--- src/rtl/atm_account_arbiter.sv ---
// atm_account_arbiter: round-robin transaction scheduler over a shared account-balance array.
// Optional cumulative per-account withdraw limit enabled by defining ATM_WD_LIMIT_EN.
module atm_account_arbiter #(
  parameter int NUM_REQ     = 2,
  parameter int NUM_ACC     = 8,
  parameter int ACC_IDX_W   = 3,
  parameter int BAL_W       = 11,
  parameter int DEFAULT_BAL = 500,
  parameter int WD_LIMIT    = 1000
) (
  input  logic                           clk,
  input  logic                           rst_n,
  input  logic [NUM_REQ-1:0]             req_valid,
  output logic [NUM_REQ-1:0]             req_ready,
  input  logic [2*NUM_REQ-1:0]           req_op,
  input  logic [ACC_IDX_W*NUM_REQ-1:0]   req_acc,
  input  logic [ACC_IDX_W*NUM_REQ-1:0]   req_dst,
  input  logic [BAL_W*NUM_REQ-1:0]       req_amount,
  output logic                           rsp_valid,
  output logic [$clog2(NUM_REQ)-1:0]     rsp_id,
  output logic                           rsp_error,
  output logic [BAL_W-1:0]               rsp_balance,
  output logic                           busy,
  input  logic                           wd_clear
);
  localparam int ID_W = $clog2(NUM_REQ);
  localparam int AW   = $clog2(NUM_ACC);
  typedef enum logic [1:0] {IDLE, CALC, COMMIT, RESP} state_t;
  state_t state;
  logic [BAL_W-1:0] bal [NUM_ACC];
  logic [ID_W-1:0] rr, gid, id_r;
  logic [NUM_REQ-1:0] grant;
  logic [1:0] op_r;
  logic [ACC_IDX_W-1:0] acc_r, dst_r;
  logic [BAL_W-1:0] amt_r, src_bal, dst_bal, src_new, rsp_bal_r, dst_new_r;
  logic [BAL_W:0] src_sum, dst_sum;
  logic acc_ok, dst_ok, lim_err, err_c, err_r;
  // Descending scan so the nearest index after the last grant is assigned last and wins
  always_comb begin
    grant = '0;
    gid = rr;
    for (int k = NUM_REQ; k >= 1; k--)
      if (req_valid[(int'(rr) + k) % NUM_REQ]) gid = ID_W'((int'(rr) + k) % NUM_REQ);
    grant[gid] = |req_valid;
  end
  assign req_ready = (state == IDLE) ? grant : '0;
  assign busy = state != IDLE;
  assign acc_ok = 32'(acc_r) < NUM_ACC;
  assign dst_ok = 32'(dst_r) < NUM_ACC;
  assign src_bal = acc_ok ? bal[acc_r[AW-1:0]] : '0;
  assign dst_bal = dst_ok ? bal[dst_r[AW-1:0]] : '0;
  assign src_sum = {1'b0, src_bal} + {1'b0, amt_r};
  assign dst_sum = {1'b0, dst_bal} + {1'b0, amt_r};
`ifdef ATM_WD_LIMIT_EN
  logic [BAL_W:0] wd_cnt [NUM_ACC];
  logic [BAL_W+1:0] wd_sum;
  assign wd_sum = acc_ok ? {1'b0, wd_cnt[acc_r[AW-1:0]]} + (BAL_W+2)'(amt_r) : '0;
  assign lim_err = op_r[0] && (wd_sum > (BAL_W+2)'(WD_LIMIT));
  // A clear on the commit edge takes precedence over the counter update
  always_ff @(posedge clk or negedge rst_n)
    if (!rst_n)
      for (int i = 0; i < NUM_ACC; i++) wd_cnt[i] <= '0;
    else if (wd_clear)
      for (int i = 0; i < NUM_ACC; i++) wd_cnt[i] <= '0;
    else if (state == COMMIT && !err_r && op_r[0])
      wd_cnt[acc_r[AW-1:0]] <= wd_sum[BAL_W:0];
`else
  logic wd_clear_unused;
  assign wd_clear_unused = wd_clear;
  assign lim_err = 1'b0;
`endif
  // Sum overflow into bit BAL_W means the result exceeds the maximum legal balance
  assign err_c = !acc_ok || lim_err ||
                 (op_r == 2'b01 && amt_r > src_bal) ||
                 (op_r == 2'b10 && src_sum[BAL_W]) ||
                 (op_r == 2'b11 && (!dst_ok || acc_r == dst_r || amt_r > src_bal || dst_sum[BAL_W]));
  assign src_new = op_r[0] ? src_bal - amt_r : op_r[1] ? src_sum[BAL_W-1:0] : src_bal;
  always_ff @(posedge clk or negedge rst_n)
    if (!rst_n) begin
      state <= IDLE;
      rr <= '0;
      id_r <= '0;
      op_r <= '0;
      acc_r <= '0;
      dst_r <= '0;
      amt_r <= '0;
      err_r <= 1'b0;
      rsp_bal_r <= '0;
      dst_new_r <= '0;
      rsp_valid <= 1'b0;
      rsp_id <= '0;
      rsp_error <= 1'b0;
      rsp_balance <= '0;
      for (int i = 0; i < NUM_ACC; i++) bal[i] <= BAL_W'(DEFAULT_BAL);
    end else begin
      rsp_valid <= 1'b0;
      case (state)
        IDLE: if (|req_valid) begin
          id_r <= gid;
          op_r <= req_op[2*gid +: 2];
          acc_r <= req_acc[ACC_IDX_W*gid +: ACC_IDX_W];
          dst_r <= req_dst[ACC_IDX_W*gid +: ACC_IDX_W];
          amt_r <= req_amount[BAL_W*gid +: BAL_W];
          state <= CALC;
        end
        CALC: begin
          err_r <= err_c;
          rsp_bal_r <= err_c ? src_bal : src_new;
          dst_new_r <= dst_sum[BAL_W-1:0];
          state <= COMMIT;
        end
        COMMIT: begin
          if (!err_r) begin
            bal[acc_r[AW-1:0]] <= rsp_bal_r;
            if (op_r == 2'b11) bal[dst_r[AW-1:0]] <= dst_new_r;
          end
          rsp_valid <= 1'b1;
          rsp_id <= id_r;
          rsp_error <= err_r;
          rsp_balance <= rsp_bal_r;
          state <= RESP;
        end
        RESP: begin
          rr <= id_r;
          state <= IDLE;
        end
      endcase
    end
endmodule

--- config.mk ---
export PLATFORM = sky130hd
export DESIGN_NAME = atm_account_arbiter
export DESIGN_NICKNAME = d
export VERILOG_FILES = /design/src/rtl/atm_account_arbiter.sv
export SDC_FILE = /design/constraint.sdc
export NUM_CORES = 1
export LEC_CHECK = 0
export CORE_MARGIN = 2
export CORE_UTILIZATION = 40
export CTS_BUF_LIST = sky130_fd_sc_hd__clkbuf_16
export CTS_CLUSTER_DIAMETER = 120
export CTS_CLUSTER_SIZE = 24
export DETAILED_ROUTE_END_ITERATION = 8
export GPL_TIMING_DRIVEN = 0
export PLACE_DENSITY = 0.6
export REMOVE_ABC_BUFFERS = 1
export SETUP_SLACK_MARGIN = 0.3
export SLEW_MARGIN = 10
export SYNTH_ARGS = -nofsm -noshare
export SYNTH_HDL_FRONTEND = slang
export SYNTH_SLANG_ARGS = --single-unit
--- constraint.sdc ---
create_clock -name clk -period 8.25 [get_ports clk]
set_input_delay 0.825 -clock clk [delete_from_list [all_inputs] [get_ports clk]]
set_output_delay 0.825 -clock clk [all_outputs]
set_load 0.02 [all_outputs]
### Word level (Yosys, flattened, before mapping)

Cells that the tools add are included.

* bits in registers: 148
* bits in latches: 0
* RAM bits: 0
* bits in read-only memories: 0
* output and inout bits: 17
* word-level logic and storage cells: 101
* memories: 0

* $add $sub $neg: 5
* multipliers: 2
* divide/modulo/power cells: 0
* magnitude comparators: 9
* equality and inequality tests: 8
* shifts and indexed selects: 4
* multiplexer cells: 30
* bitwise gates (word level): 6
* reduce and logical (&&, ||, !) cells: 15

Operators by type and width (count)
* 88-bit bitwise mux: 2
* 11-bit two-way mux: 9
* 88-bit two-way mux: 1
* 11-bit binary-select mux with 3-bit select: 2
* 11-bit demux with 3-bit select: 2
* 11-bit by 11-bit adder with 12-bit output: 2
* 22-bit by 6-bit indexed part select with 11-bit output: 1
* 6-bit by 4-bit indexed part select with 3-bit output: 2
* 11-bit > comparator: 1
* 11-bit subtractor: 1
* 1-bit two-way mux: 10
* 2-bit == test, second input constant: 4
* 4-bit >= comparator, second input constant: 2
* 4-bit by 1-bit less-than comparator with 1-bit output, second input constant: 2
* 3-bit inverter with 4-bit output: 2
* 2-bit case mux with 4 select lines: 1
* 1-bit logical AND: 6
* 2-bit by 3-bit less-than comparator with 1-bit output, second input constant: 2
* 4-bit by 1-bit multiplier with 5-bit output, first input constant: 1
* 2-bit by 1-bit == test with 1-bit output, second input constant: 2
* 1-bit logical OR: 4
* 2-bit two-way mux: 2
* 2-bit AND reduction: 2
* 4-bit by 3-bit indexed part select with 2-bit output: 1
* other kinds (13): 15

### Longest topological paths before layout

* word-level depth: 13
* gate-level depth with buffers: 17
* depth with buffers taken out: 15

### Least setup slack after synthesis

Ideal clock, no wire load.

* kind: register to register
* start: register dst_r[2]
* end: register rsp_bal_r[5]
* library setup time: 0.139 ns
* data arrival time: 3.548 ns
* data required time: 8.111 ns
* path slack: 4.564 ns
* cell stages (with the launch flop): 14
* buffers on the path: 3
* clock period less this slack: 3.686 ns
* cells stage by stage: dfrtp_1 buf_1 clkbuf_1 mux4_2 mux2_2 ha_1 a2111oi_4 o21ai_2 a221oi_2 o21ai_1 a311o_1 buf_4 a211oi_1 a211oi_1

* cells in the longest elaborated chain, start to end: 9

Ends and longest elaborated chain
* start: declaration: RTL line 34 `logic [ACC_IDX_W-1:0] acc_r, dst_r;`
* start signal: assignment: RTL line 102 `dst_r <= req_dst[ACC_IDX_W*gid +: ACC_IDX_W];`
* 3-bit inverter with 4-bit output (not written as such): RTL line 51 `assign dst_bal = dst_ok ? bal[dst_r[AW-1:0]] : '0;`
* 11-bit binary-select mux with 3-bit select: RTL line 51
* 11-bit two-way mux (not written as such) (2 in a row): RTL line 51
* 11-bit by 11-bit adder with 12-bit output: RTL line 53 `assign dst_sum = {1'b0, dst_bal} + {1'b0, amt_r};`
* 1-bit logical OR *: RTL line 76 `(op_r == 2'b11 && (!dst_ok || acc_r == dst_r || amt_r > src_bal || dst_sum[BAL_W]));`
* 1-bit logical AND *: RTL line 76
* 1-bit logical OR *: RTL line 75 `(op_r == 2'b10 && src_sum[BAL_W]) ||`
* 11-bit two-way mux *: RTL line 108 `rsp_bal_r <= err_c ? src_bal : src_new;`
* end signal: assignment: RTL line 108
* end: declaration: RTL line 35 `logic [BAL_W-1:0] amt_r, src_bal, dst_bal, src_new, rsp_bal_r, dst_new_r;`

Every way passes the cells marked *; elsewhere a longest branch is shown, timed or not. The select of a mux whose other input is x is not followed.
A chain may end at the register's enable or synchronous reset.

### Worst setup path in the final report

* start: register acc_r[2]
* end: register rsp_bal_r[5]

* cells in the longest elaborated chain, start to end: 10

Ends and longest elaborated chain
* start: declaration: RTL line 34
* start signal: assignment: RTL line 101 `acc_r <= req_acc[ACC_IDX_W*gid +: ACC_IDX_W];`
* 3-bit inverter with 4-bit output (not written as such): RTL line 50 `assign src_bal = acc_ok ? bal[acc_r[AW-1:0]] : '0;`
* 11-bit binary-select mux with 3-bit select: RTL line 50
* 11-bit two-way mux (not written as such) (2 in a row): RTL line 50
* 11-bit > comparator: RTL line 74, 76
* 1-bit logical OR (2 in a row): RTL line 76
* 1-bit logical AND: RTL line 76
* 1-bit logical OR: RTL line 75
* 11-bit two-way mux *: RTL line 108

Marked as above.

==> impl_metrics.xml <==
<?xml version="1.0" encoding="UTF-8"?>
<metrics>
  <group name="outcome">
    <metric name="outcome" unit="">finished, final reports clean</metric>
  </group>
  <group name="die">
    <metric name="die_outline_area" unit="µm²">24700</metric>
    <metric name="rows" unit="">56</metric>
    <metric name="initial_core_utilization" unit="%">40.4</metric>
    <metric name="core-area" unit="µm²">23300</metric>
    <metric name="die_h" unit="µm">157</metric>
    <metric name="chip_width" unit="µm">157</metric>
    <metric name="i_o_pin_count" unit="">60</metric>
  </group>
  <group name="clocking">
    <metric name="buffers_from_clock_root_to_sink_at_most" unit="">2</metric>
    <metric name="cts_tree" unit="">yes</metric>
    <metric name="clkSinkCount" unit="">148</metric>
    <metric name="post_cts.resized_instances" unit="">0</metric>
    <metric name="post_cts.repair.setup_buffers" unit="">0</metric>
    <metric name="worstSkewPairLatency" unit="ns">0.43</metric>
    <metric name="post_cts_hold_buffer_count" unit="">0</metric>
    <metric name="numCtsBuffers" unit="">17</metric>
    <metric name="htreeDepth" unit="">4</metric>
    <metric name="clock-root-buffer" unit="">sky130_fd_sc_hd__clkbuf_16</metric>
    <metric name="worst_setup_hold_path_clk_slew" unit="ns">0.06</metric>
  </group>
  <group name="worst_setup_path">
    <metric name="critical_path.cell_chain" unit="">nor2b_1 -&gt; nor2b_2 -&gt; a22oi_1 -&gt; nand4_1 -&gt; ha_1 -&gt; nor2_1 -&gt; o311ai_1 -&gt; a311o_1 -&gt; a21oi_1 -&gt; a311o_1 -&gt; a211oi_1 -&gt; a211oi_1</metric>
    <metric name="crit_fanout" unit="">12</metric>
    <metric name="criticalPathCategory" unit="">register to register</metric>
    <metric name="critPathArrivalTime" unit="ns">5.09</metric>
    <metric name="crit_path_end_kind" unit="">register</metric>
    <metric name="critical_path.max_stage_delay" unit="ns">0.81</metric>
    <metric name="start_kind" unit="">register</metric>
    <metric name="cp_slowest_cell" unit="">sky130_fd_sc_hd__nor2b_2</metric>
    <metric name="ff2ff_setup_slack" unit="ns">3.50</metric>
    <metric name="worstSetupStartpoint" unit="">acc_r[2]</metric>
    <metric name="rr_startpoint" unit="">acc_r[2]</metric>
    <metric name="cp_data_required_time" unit="ns">8.59</metric>
  </group>
  <group name="synth">
    <metric name="netlist-cell-type-count" unit="">69</metric>
    <metric name="number_of_standard_cells_after_synthesis" unit="">1032</metric>
    <metric name="synthesized_area_per_cell" unit="µm²">9.11</metric>
    <metric name="synth_top_flop_cell" unit="">sky130_fd_sc_hd__dfrtp_1</metric>
    <metric name="async_reset_ff_share" unit="%">100</metric>
    <metric name="yosys_warnings" unit="">0</metric>
    <metric name="synth-seq-cells" unit="">148</metric>
    <metric name="mappedNetlistArea" unit="µm²">9400</metric>
    <metric name="post_synth_edffs" unit="">0</metric>
    <metric name="synth_seq_area_share" unit="%">40.0</metric>
  </group>
  <group name="final_layout">
    <metric name="drive_above_1_share" unit="%">15.6</metric>
    <metric name="fin_cells" unit="">1352</metric>
    <metric name="final_nets" unit="">1103</metric>
    <metric name="areaGrowthSynthToFinish" unit="%">14.9</metric>
    <metric name="multi_input_area" unit="µm²">5060</metric>
    <metric name="fill_cells" unit="">2238</metric>
    <metric name="diodes" unit="">0</metric>
    <metric name="final_util" unit="%">46.4</metric>
    <metric name="footprint_of_the_flip_flops_and_latches" unit="µm²">3770</metric>
  </group>
  <group name="placement">
    <metric name="place.port_buffers" unit="">58</metric>
    <metric name="gp_congestion" unit="">0.894</metric>
    <metric name="dpl.cell_count" unit="">1320</metric>
    <metric name="detailed_place_hpwl" unit="µm">20400</metric>
  </group>
  <group name="global_route">
    <metric name="antenna_found_initial" unit="">0</metric>
    <metric name="first_global_vias" unit="">8193</metric>
    <metric name="grt_max_degree" unit="">107</metric>
    <metric name="groute.usage.overall" unit="%">26.0</metric>
    <metric name="gr-total-overflow" unit="">0</metric>
    <metric name="global_route_wire_length_before_repair" unit="µm">48300</metric>
  </group>
  <group name="timing">
    <metric name="final.setup.tns" unit="ns">0</metric>
    <metric name="timing.fmax" unit="GHz">0.210</metric>
    <metric name="final_number_of_setup_violating_endpoints" unit="">0</metric>
    <metric name="final_worst_path_period_share" unit="%">57.6</metric>
    <metric name="timing_worst_slew_pin_value" unit="ns">1.23</metric>
    <metric name="finalCriticalPeriod" unit="ns">4.75</metric>
    <metric name="fin_worst_skew" unit="ns">0.0121</metric>
    <metric name="drv_slew" unit="">0</metric>
    <metric name="setup_repair_after_global_routing_missed_its_margin" unit="">false</metric>
    <metric name="timing.slew.headroom" unit="%">17.5</metric>
    <metric name="finalHoldViolCount" unit="">0</metric>
  </group>
  <group name="drt">
    <metric name="detail_route.wirelength" unit="µm">31500</metric>
    <metric name="num_vias" unit="">8420</metric>
    <metric name="drcViolationCount" unit="">0</metric>
    <metric name="remaining_number_of_nets_flagged_by_the_antenna_check_after_routing" unit="">0</metric>
    <metric name="drt_first_iter_violations" unit="">731</metric>
    <metric name="drt-wirelength-per-cell" unit="µm">23.3</metric>
    <metric name="iteration_count_of_the_initial_detailed_routing_pass" unit="">6</metric>
    <metric name="drt-vias-per-instance" unit="">6.23</metric>
  </group>
  <group name="worst_hold_path">
    <metric name="hp-class" unit="">input port to async pin</metric>
  </group>
  <group name="job">
    <metric name="drv.max_cap_violation_count" unit="">0</metric>
  </group>
</metrics>
critical path: cells and delay by family, from the launching register on:
family                   cells  cell delay (ns)
AO/OA/AOI/OAI                7             2.12
adder cells (fa/ha/maj)      1             0.39
flip-flops                   1             0.61
AND/OR/NAND/NOR              4             1.53
logic make-up after synthesis:
group	share of synthesized area [%]
fa+ha+maj	5.56
xor+xnor	1.40
buf+inv	6.83
flops	40.0
compound gates	26.2
simple gates	11.7
mux	8.22
cell usage in the layout (no fill, tap or decap), types with 5 or more instances in the layout:
cell type                         Yosys  layout
sky130_fd_sc_hd__mux2_2              26      26
sky130_fd_sc_hd__inv_1               64      67
sky130_fd_sc_hd__mux4_2              18      18
sky130_fd_sc_hd__dfstp_2             48      48
sky130_fd_sc_hd__o21ai_0             20      19
sky130_fd_sc_hd__clkinv_2             0       5
sky130_fd_sc_hd__nor2_1             123     122
sky130_fd_sc_hd__nor2b_1             12      10
sky130_fd_sc_hd__dfrtp_1            100      97
sky130_fd_sc_hd__nand4_1              8       8
sky130_fd_sc_hd__o31ai_1              5       5
sky130_fd_sc_hd__a211oi_1            13      13
sky130_fd_sc_hd__clkbuf_16            0      19
sky130_fd_sc_hd__mux2i_1              6       6
sky130_fd_sc_hd__buf_6                1       5
sky130_fd_sc_hd__ha_1                37      37
sky130_fd_sc_hd__or3_1                6       6
sky130_fd_sc_hd__a31oi_1              8       8
sky130_fd_sc_hd__nand3_1             14      14
sky130_fd_sc_hd__clkdlybuf4s50_1      0      57
sky130_fd_sc_hd__a22o_1               5       5
sky130_fd_sc_hd__a21oi_2              0       9
sky130_fd_sc_hd__xor2_1               5       5
sky130_fd_sc_hd__nor3_1               9       8
sky130_fd_sc_hd__nand2b_1             9       9
sky130_fd_sc_hd__o22ai_1             89      89
sky130_fd_sc_hd__nand2_1             36      36
sky130_fd_sc_hd__and2_1               5       5
sky130_fd_sc_hd__and3_1               5       5
sky130_fd_sc_hd__a21o_1               8       8
sky130_fd_sc_hd__a22oi_1             43      43
sky130_fd_sc_hd__a222oi_1            19      19
sky130_fd_sc_hd__xnor2_1             10      10
sky130_fd_sc_hd__a21oi_1            124     115
state kept, by name, summed over array words and instances, names as in the netlist:
name / cells
acc_r: 3
amt_r: 11
bal: 88
dst_new_r: 11
dst_r: 3
err_r: 1
id_r: 1
op_r: 2
rr: 1
rsp_bal_r: 11
rsp_balance: 11
rsp_error: 1
rsp_id: 1
rsp_valid: 1
state: 2
routing by layer:
layer  part of all wire, %  vias up  track usage (%)
met2                    47      386             42.0
met1                    42     4180             34.1
li1                      -     3796                -
met4                   2.7        0             9.18
met3                   8.3       58             6.47
met5                     0        -                0
synthesized netlist by cell type, types with 14 or more instances:
library cell | instances | area share [%]
sky130_fd_sc_hd__a21oi_1 | 124 | 6.6
sky130_fd_sc_hd__buf_1 | 24 | 0.96
sky130_fd_sc_hd__nand2_1 | 36 | 1.4
sky130_fd_sc_hd__o22ai_1 | 89 | 5.9
sky130_fd_sc_hd__mux4_2 | 18 | 4.3
sky130_fd_sc_hd__o21ai_0 | 20 | 1.1
sky130_fd_sc_hd__nand3_1 | 14 | 0.75
sky130_fd_sc_hd__inv_1 | 64 | 2.6
sky130_fd_sc_hd__ha_1 | 37 | 4.9
sky130_fd_sc_hd__mux2_2 | 26 | 3.1
sky130_fd_sc_hd__clkbuf_1 | 60 | 2.4
sky130_fd_sc_hd__dfrtp_1 | 100 | 27
sky130_fd_sc_hd__a222oi_1 | 19 | 2.0
sky130_fd_sc_hd__dfstp_2 | 48 | 13
sky130_fd_sc_hd__nor2_1 | 123 | 4.9
sky130_fd_sc_hd__a22oi_1 | 43 | 3.4
final cells by class:
cell class / count / share of cell area [%]
multi-input combinational: 721 / 46.9
inverter: 64 / 2.22
sequential: 148 / 34.9
tap: 319 / 3.69
timing repair buffer: 68 / 7.10
clock inverter: 13 / 0.845
clock buffer: 19 / 4.40
metrics by stage:
stage / hold slack (ns) / setup WS (ns) / instance area (µm²)
2_1_floorplan: 0.464 / 4.03 / 9000
3_3_place_gp: 0.490 / 0.0237 / 9980
3_5_place_dp: 0.496 / 3.58 / 10200
4_1_cts: 0.276 / 3.56 / 10800
5_1_grt: 0.281 / 3.31 / 10800
6_report: 0.265 / 3.50 / 10800
final timing paths:
path | endpoint | cells after the start
hold / removal | rsp_valid | 1
min in group clk | rsp_balance[9] | 1
setup / recovery | rsp_bal_r[5] | 12
max in group asynchronous | dst_r[0] | 2
hold reg to reg | rsp_balance[9] | 1
setup reg to reg | rsp_bal_r[5] | 12
Power is left out: the tool's default activity adds up to more than one toggle a clock period on the data nets, which glitch-free logic cannot reach.
